$ cat src/rtl/sram_bank_arbiter_if.sv
// Requester and SRAM-side signal bundle of the bank arbiter.
// slave = arbiter side, master = requesters plus SRAM macro.
interface sram_bank_arbiter_if #(
  parameter int NUM_REQ    = 2,
  parameter int ADDR_WIDTH = 16,
  parameter int DATA_WIDTH = 32
);
  localparam int BW = DATA_WIDTH / 8;

  logic [NUM_REQ-1:0]            req_i;
  logic [NUM_REQ-1:0]            we_i;
  logic [NUM_REQ*ADDR_WIDTH-1:0] addr_i;
  logic [NUM_REQ*DATA_WIDTH-1:0] wdata_i;
  logic [NUM_REQ*BW-1:0]         be_i;
  logic [NUM_REQ-1:0]            lock_i;
  logic [NUM_REQ-1:0]            gnt_o;
  logic [NUM_REQ-1:0]            rvalid_o;
  logic [DATA_WIDTH-1:0]         rdata_o;
  logic                          sram_cs_o;
  logic                          sram_we_o;
  logic [ADDR_WIDTH-1:0]         sram_addr_o;
  logic [BW-1:0]                 sram_be_o;
  logic [DATA_WIDTH-1:0]         sram_wdata_o;
  logic [DATA_WIDTH-1:0]         sram_rdata_i;

  modport slave (
    input  req_i, we_i, addr_i, wdata_i, be_i, lock_i,
    input  sram_rdata_i,
    output gnt_o, rvalid_o, rdata_o,
    output sram_cs_o, sram_we_o, sram_addr_o,
    output sram_be_o, sram_wdata_o
  );

  modport master (
    output req_i, we_i, addr_i, wdata_i, be_i, lock_i,
    output sram_rdata_i,
    input  gnt_o, rvalid_o, rdata_o,
    input  sram_cs_o, sram_we_o, sram_addr_o,
    input  sram_be_o, sram_wdata_o
  );
endinterface

$ cat src/rtl/sram_bank_arbiter.sv
// Round-robin arbiter sharing one SRAM bank among NUM_REQ requesters.
// Define SRAM_ARB_LOCK_EN for bounded grant locking (atomic bursts).
module sram_bank_arbiter #(
  parameter int NUM_REQ      = 2,
  parameter int ADDR_WIDTH   = 16,
  parameter int DATA_WIDTH   = 32,
  parameter int READ_LATENCY = 2,
  parameter int MAX_LOCK     = 8
) (
  input logic                clk_i,
  input logic                rst_ni,
  sram_bank_arbiter_if.slave bus
);
  localparam int IW = (NUM_REQ > 1) ? $clog2(NUM_REQ) : 1;
  localparam int BW = DATA_WIDTH / 8;
  localparam int TD = READ_LATENCY + 1;
  localparam int CW = $clog2(MAX_LOCK + 1);

  logic [IW-1:0]         ptr_q;
  logic [IW-1:0]         rr_sel;
  logic                  rr_hit;
  logic [IW-1:0]         cand;
  logic [IW-1:0]         gsel;
  logic                  gv;
  logic [NUM_REQ-1:0]    gnt;
  logic                  acc;
  logic                  lock_out;
  logic [IW-1:0]         own;

  logic                  cs_q;
  logic                  we_q;
  logic [ADDR_WIDTH-1:0] addr_q;
  logic [BW-1:0]         be_q;
  logic [DATA_WIDTH-1:0] wdata_q;
  logic [TD-1:0]         tv_q;
  logic [IW-1:0]         tidx_q [TD];

  // First requester at or after the round-robin pointer
  always_comb begin
    rr_sel = '0;
    rr_hit = 1'b0;
    cand   = '0;
    for (int i = 0; i < NUM_REQ; i++) begin
      cand = IW'((int'(ptr_q) + i) % NUM_REQ);
      if (!rr_hit && bus.req_i[cand]) begin
        rr_hit = 1'b1;
        rr_sel = cand;
      end
    end
  end

  // Grant: owner only while locked, else round-robin pick
  always_comb begin
    gnt  = '0;
    gsel = rr_sel;
    gv   = rr_hit;
    if (lock_out) begin
      gsel = own;
      gv   = bus.req_i[own];
    end
    if (gv && rst_ni) gnt[gsel] = 1'b1;
  end

  assign acc       = |(gnt & bus.req_i);
  assign bus.gnt_o = gnt;

`ifdef SRAM_ARB_LOCK_EN
  typedef enum logic {UNLOCKED, LOCKED} lk_e;
  lk_e           st_q;
  logic [IW-1:0] own_q;
  logic [CW-1:0] cnt_q;

  assign lock_out = (st_q == LOCKED);
  assign own      = own_q;

  // Lock FSM: bounded run of owner grants
  always_ff @(posedge clk_i or negedge rst_ni) begin
    if (!rst_ni) begin
      st_q  <= UNLOCKED;
      own_q <= '0;
      cnt_q <= '0;
    end else begin
      unique case (st_q)
        UNLOCKED: begin
          if (acc && bus.lock_i[gsel] && MAX_LOCK > 1) begin
            st_q  <= LOCKED;
            own_q <= gsel;
            cnt_q <= CW'(1);
          end
        end
        LOCKED: begin
          if (!bus.req_i[own_q] || !bus.lock_i[own_q] ||
              int'(cnt_q) + 1 >= MAX_LOCK) begin
            st_q  <= UNLOCKED;
            cnt_q <= '0;
          end else begin
            cnt_q <= cnt_q + CW'(1);
          end
        end
        default: st_q <= UNLOCKED;
      endcase
    end
  end
`else
  assign lock_out = 1'b0;
  assign own      = '0;
  wire [CW-1:0] unused_lock = {CW{^bus.lock_i}};
`endif

  // Round-robin pointer advances past each accepted requester
  always_ff @(posedge clk_i or negedge rst_ni) begin
    if (!rst_ni) ptr_q <= '0;
    else if (acc) ptr_q <= IW'((int'(gsel) + 1) % NUM_REQ);
  end

  // Registered SRAM strobes; addr/wdata hold when idle
  always_ff @(posedge clk_i or negedge rst_ni) begin
    if (!rst_ni) begin
      cs_q    <= 1'b0;
      we_q    <= 1'b0;
      addr_q  <= '0;
      be_q    <= '0;
      wdata_q <= '0;
    end else begin
      cs_q <= acc;
      we_q <= acc & bus.we_i[gsel];
      be_q <= acc ? bus.be_i[gsel*BW +: BW] : '0;
      if (acc) begin
        addr_q  <= bus.addr_i[gsel*ADDR_WIDTH +: ADDR_WIDTH];
        wdata_q <= bus.wdata_i[gsel*DATA_WIDTH +: DATA_WIDTH];
      end
    end
  end

  // Tag pipe routes each read result back to its issuer
  always_ff @(posedge clk_i or negedge rst_ni) begin
    if (!rst_ni) begin
      tv_q <= '0;
      for (int i = 0; i < TD; i++) tidx_q[i] <= '0;
    end else begin
      tv_q[0]   <= acc & ~bus.we_i[gsel];
      tidx_q[0] <= gsel;
      for (int i = 1; i < TD; i++) begin
        tv_q[i]   <= tv_q[i-1];
        tidx_q[i] <= tidx_q[i-1];
      end
    end
  end

  assign bus.sram_cs_o    = cs_q;
  assign bus.sram_we_o    = we_q;
  assign bus.sram_addr_o  = addr_q;
  assign bus.sram_be_o    = be_q;
  assign bus.sram_wdata_o = wdata_q;

  assign bus.rvalid_o = tv_q[TD-1] ?
    (NUM_REQ'(1) << tidx_q[TD-1]) : '0;
  assign bus.rdata_o  = tv_q[TD-1] ?
    bus.sram_rdata_i : '0;
endmodule

$ cat src/flat_wrapper.sv
// flat-port wrapper written by rule: the top's interface ports become plain ports
module sram_bank_arbiter_flat 
#(
  parameter int NUM_REQ      = 2,
  parameter int ADDR_WIDTH   = 16,
  parameter int DATA_WIDTH   = 32,
  parameter int READ_LATENCY = 2,
  parameter int MAX_LOCK     = 8
)
  (clk_i, rst_ni, bus_req_i, bus_we_i, bus_addr_i, bus_wdata_i, bus_be_i, bus_lock_i, bus_sram_rdata_i, bus_gnt_o, bus_rvalid_o, bus_rdata_o, bus_sram_cs_o, bus_sram_we_o, bus_sram_addr_o, bus_sram_be_o, bus_sram_wdata_o);
  sram_bank_arbiter_if #(.NUM_REQ(NUM_REQ), .ADDR_WIDTH(ADDR_WIDTH), .DATA_WIDTH(DATA_WIDTH)) bus_i ();
  input logic clk_i;
  input logic rst_ni;
  input wire logic [$bits(bus_i.req_i)-1:0] bus_req_i;
  input wire logic [$bits(bus_i.we_i)-1:0] bus_we_i;
  input wire logic [$bits(bus_i.addr_i)-1:0] bus_addr_i;
  input wire logic [$bits(bus_i.wdata_i)-1:0] bus_wdata_i;
  input wire logic [$bits(bus_i.be_i)-1:0] bus_be_i;
  input wire logic [$bits(bus_i.lock_i)-1:0] bus_lock_i;
  input wire logic [$bits(bus_i.sram_rdata_i)-1:0] bus_sram_rdata_i;
  output wire logic [$bits(bus_i.gnt_o)-1:0] bus_gnt_o;
  output wire logic [$bits(bus_i.rvalid_o)-1:0] bus_rvalid_o;
  output wire logic [$bits(bus_i.rdata_o)-1:0] bus_rdata_o;
  output wire logic [$bits(bus_i.sram_cs_o)-1:0] bus_sram_cs_o;
  output wire logic [$bits(bus_i.sram_we_o)-1:0] bus_sram_we_o;
  output wire logic [$bits(bus_i.sram_addr_o)-1:0] bus_sram_addr_o;
  output wire logic [$bits(bus_i.sram_be_o)-1:0] bus_sram_be_o;
  output wire logic [$bits(bus_i.sram_wdata_o)-1:0] bus_sram_wdata_o;
  assign bus_i.req_i = bus_req_i;
  assign bus_i.we_i = bus_we_i;
  assign bus_i.addr_i = bus_addr_i;
  assign bus_i.wdata_i = bus_wdata_i;
  assign bus_i.be_i = bus_be_i;
  assign bus_i.lock_i = bus_lock_i;
  assign bus_i.sram_rdata_i = bus_sram_rdata_i;
  assign bus_gnt_o = bus_i.gnt_o;
  assign bus_rvalid_o = bus_i.rvalid_o;
  assign bus_rdata_o = bus_i.rdata_o;
  assign bus_sram_cs_o = bus_i.sram_cs_o;
  assign bus_sram_we_o = bus_i.sram_we_o;
  assign bus_sram_addr_o = bus_i.sram_addr_o;
  assign bus_sram_be_o = bus_i.sram_be_o;
  assign bus_sram_wdata_o = bus_i.sram_wdata_o;
  sram_bank_arbiter #(.NUM_REQ(NUM_REQ), .ADDR_WIDTH(ADDR_WIDTH), .DATA_WIDTH(DATA_WIDTH), .READ_LATENCY(READ_LATENCY), .MAX_LOCK(MAX_LOCK)) u_core (.clk_i(clk_i), .rst_ni(rst_ni), .bus(bus_i));
endmodule
$ cat config.mk
export PLATFORM = sky130hd
export DESIGN_NAME = sram_bank_arbiter_flat
export DESIGN_NICKNAME = d
export VERILOG_FILES = /design/src/rtl/sram_bank_arbiter_if.sv /design/src/rtl/sram_bank_arbiter.sv /design/src/flat_wrapper.sv
export SDC_FILE = /design/constraint.sdc
export NUM_CORES = 1
export LEC_CHECK = 0
export BUFFER_PORTS_ARGS = -buffer_cell sky130_fd_sc_hd__buf_2
export CORE_MARGIN = 8
export CORE_UTILIZATION = 35
export CTS_CLUSTER_DIAMETER = 100
export DETAILED_ROUTE_END_ITERATION = 6
export PLACE_DENSITY = 0.84
export SYNTH_ARGS = -nofsm -noshare
export SYNTH_HDL_FRONTEND = slang
export SYNTH_SLANG_ARGS = --single-unit
$ cat constraint.sdc
create_clock -name clk_i -period 1.5 [get_ports clk_i]
set_clock_uncertainty 0.1 [all_clocks]
set_input_delay 0.15 -clock clk_i [delete_from_list [all_inputs] [get_ports clk_i]]
set_output_delay 0.15 -clock clk_i [all_outputs]
set_load 0.01 [all_outputs]
==> flow_metrics.tcl <==
set metrics [dict create \
    final_antenna_net_count 0 \
    cts-root-to-sink-buffers 2 \
    inserted_clock_buffers 9 \
    die_w_microns 104.9 \
    floorplan.die_area_sq_um 11000 \
    pwr-share-clk_pct 27.2 \
    worst-slew-pin-transition_ns 0.4501 \
    synthDominantAreaCellType "dfrtp_1" \
    power.switching_fraction_pct 30.36 \
    syn_nets 370 \
    ys_seq_elements 61 \
    worst_path_required_ns 1.61 \
    vdd_ir_drop_max_v 0.0005027 \
    cts_root_buffer "clkbuf_8" \
    layout.nets 714 \
    via_count_of_the_first_global_routing_pass 3968 \
    power_density_nw_per_um2 881.4 \
    total_switching_power_mw 1.438 \
    fin_total_pwr_mw 4.736 \
    timing.critical_path.arrival_ns 1.58 \
    grt_usage_pct 25.12 \
    drt_pre_antenna_iters 4 \
    layout_min_cycle_time_ns 1.472 \
    yosysWarnings 0 \
    detailedRoute.firstIterationViolations 137 \
    register_area_share_after_synthesis_pct 55.23 \
    worstSetupStartpointType "flip-flop" \
    avgViaCountPerCell 5.091 \
    placement_rows 32 \
    pin_count_of_the_biggest_net_entering_global_routing 36 \
    synth.cell_area_sq_um 2764 \
    setup_violations 0 \
    vias 3457 \
    detailed_place_hpwl_microns 8008 \
    tritoncts "built" \
    area_growth_syn_to_layout_pct 94.39 \
    coreArea_sq_um 7687 \
    drc 0 \
    crit_type "reg -> reg" \
    area_used_by_sequential_logic_in_the_layout_sq_um 1526 \
    final_layout_size_suffix_gt1_share_pct 46.17 \
    most_frequent_standard_cell_in_the_layout_excluding_fill_and_tap_cells "buf_2" \
    timing.hold.worst.class "in -> reg" \
    tns_ns 0 \
    finalHoldViolations 0 \
    r2r_slack_ns 0.03 \
    initial_core_utilization_pct 35.95 \
    synthTopCellsByArea "dfrtp_1 (55%), and2_1 (19%), a221o_1 (17%)" \
    grt_first_pass_wirelength_microns 21780 \
    netlist_instances 226 \
    chipHeight_microns 104.9 \
    ioPinCount 234 \
    power_frac_seq_pct 41.8 \
    most-common-layout-cells "buf_2 (229), dlygate4sd3_1 (106), and2_1 (82)" \
    crit_path_end_kind "flip-flop" \
    area_taken_by_multi_input_logic_gates_sq_um 1141 \
    antenna_violations_before_repair 5 \
    worst_slew_margin_rel_pct 70.00 \
    finalMaxSlewViolations 0 \
    syn-mean-instance-area_sq_um 12.23 \
    run_status "complete, no violations" \
    n_fill_cell 551 \
    clock_latency_ns 0.33 \
    grt_remaining_overflow 0 \
    yosys.cell_types.count 19 \
    wl_per_cell_microns 20.94 \
    post-route-period-util_pct 98.13 \
    power.combinational.fraction_pct 30.9 \
    wl_microns 14220 \
    max-cap-violations 0 \
    htreeDepth 3 \
    leakagePower_nw 2.814 \
    clock_sink_count 61 \
    routabilityCongestion 0.7628 \
    placedInstanceArea_sq_um 4029 \
    finalInstanceArea_sq_um 5373 \
    synth_top_cell_area_share_pct 55.23 \
    clock.fmax_mhz 679.4 \
    grt_setup_unrepaired "yes" \
    clk_pin_slew_ns 0.07 \
    critPathMaxFanout 13 \
    numPortBuffers 231 \
    power.internal_mw 3.298 \
]
stage by stage:
step           setup slack, ns  cells  hold WS [ns]  utilization [%]
3_3_place_gp         -0.008144    549        0.1387            52.41
5_1_grt               -0.02573    679       0.09862            69.89
6_report               0.02804    679       0.09193            69.89
3_5_place_dp          -0.03589    549        0.1704            52.41
2_1_floorplan          0.04152    226       -0.2456                -
4_1_cts              -0.007803    676       0.07142            69.40
power groups by stage:
stage / clock network (mW) / registers, mW / logic [mW]
2_1_floorplan: 0 / 2.10 / 0.444
3_3_place_gp: 0 / 1.99 / 1.11
3_5_place_dp: 0 / 1.99 / 1.15
4_1_cts: 1.30 / 1.97 / 1.41
5_1_grt: 1.38 / 2.00 / 1.57
6_report: 1.29 / 1.98 / 1.46
kinds of logic (layout without fill, tap and decap cells):
logic type             Yosys count  after routing  share of synthesized area [%]
AO/OA/AOI/OAI                   57             57                          19.96
AND/OR/NAND/NOR                 88             90                          20.24
flip-flops                      61             61                          55.23
buffers and inverters           20            366                          4.572
other                            0              3                              0
final cells by class:
type	instances	share of cell area (%)
Sequential cell	61	28.41
Timing Repair Buffer	350	44.67
Multi-Input combinational cell	147	21.24
Clock buffer	11	2.632
Tap cell	102	2.375
Antenna cell	3	0.1397
Inverter	1	0.06986
Clock inverter	4	0.4658
final timing paths:
| path | startpoint | cells after the start | to |
|---|---|---|---|
| max in group asynchronous | rst_ni | 3 | u_core.bus.sram_addr_o[15]$_DFFE_PN0P_ |
| hold reg to reg | u_core.tv_q[0]$_DFF_PN0_ | 0 | u_core.tv_q[1]$_DFF_PN0_ |
| hold / removal | bus_req_i[1] | 3 | u_core.bus.sram_we_o$_DFF_PN0_ |
| min in group asynchronous | rst_ni | 3 | u_core.bus.sram_wdata_o[11]$_DFFE_PN0P_ |
| setup / recovery | u_core.ptr_q$_DFFE_PN0P_ | 3 | u_core.bus.sram_wdata_o[1]$_DFFE_PN0P_ |
| setup reg to reg | u_core.ptr_q$_DFFE_PN0P_ | 3 | u_core.bus.sram_wdata_o[1]$_DFFE_PN0P_ |
what timing repair did:
item / in CTS / in global routing
hold endpoints to repair: 114 / 0
pin swaps: 1 / 0
gates cloned: 3 / 0
endpoints found under the setup margin: 2 / 65
resized for setup: 4 / 7
hold buffers: 106 / 0
setup buffers: 3 / 0
worst max-delay path, cell delays in order (launching register included):
cell,delay [ns]
dfrtp_1,0.39
nand2b_4,0.17
and3_2,0.35
a221o_1,0.35
registers in the layout (all words and copies together), names as in the netlist:
| signal | cells |
|---|---|
| u_core.bus.sram_we_o | 1 |
| u_core.bus.sram_cs_o | 1 |
| u_core.ptr_q | 1 |
| u_core.bus.sram_addr_o | 16 |
| u_core.bus.sram_be_o | 4 |
| u_core.tidx_q | 3 |
| u_core.bus.sram_wdata_o | 32 |
| u_core.tv_q | 3 |
synth_stat cells:
master / number
and3_4: 1
buf_2: 5
nand2b_4: 1
a22o_1: 4
nor2b_1: 1
buf_6: 6
a21oi_1: 1
a221o_1: 48
and3_1: 1
clkbuf_1: 8
o21ai_1: 1
a21oi_2: 1
a21o_1: 1
dfrtp_1: 61
nand3_1: 1
a21bo_2: 1
nand2_1: 1
and2_1: 82
inv_1: 1
metal layers:
layer	GRT usage, %	routed length, microns	up-vias
met3	9.459	1488	62
met5	0	16	-
met2	44.07	7137	261
met4	14.68	624	4
met1	24.93	4948	1606
li1	-	-	1524
(Power assumes the default switching activity.)
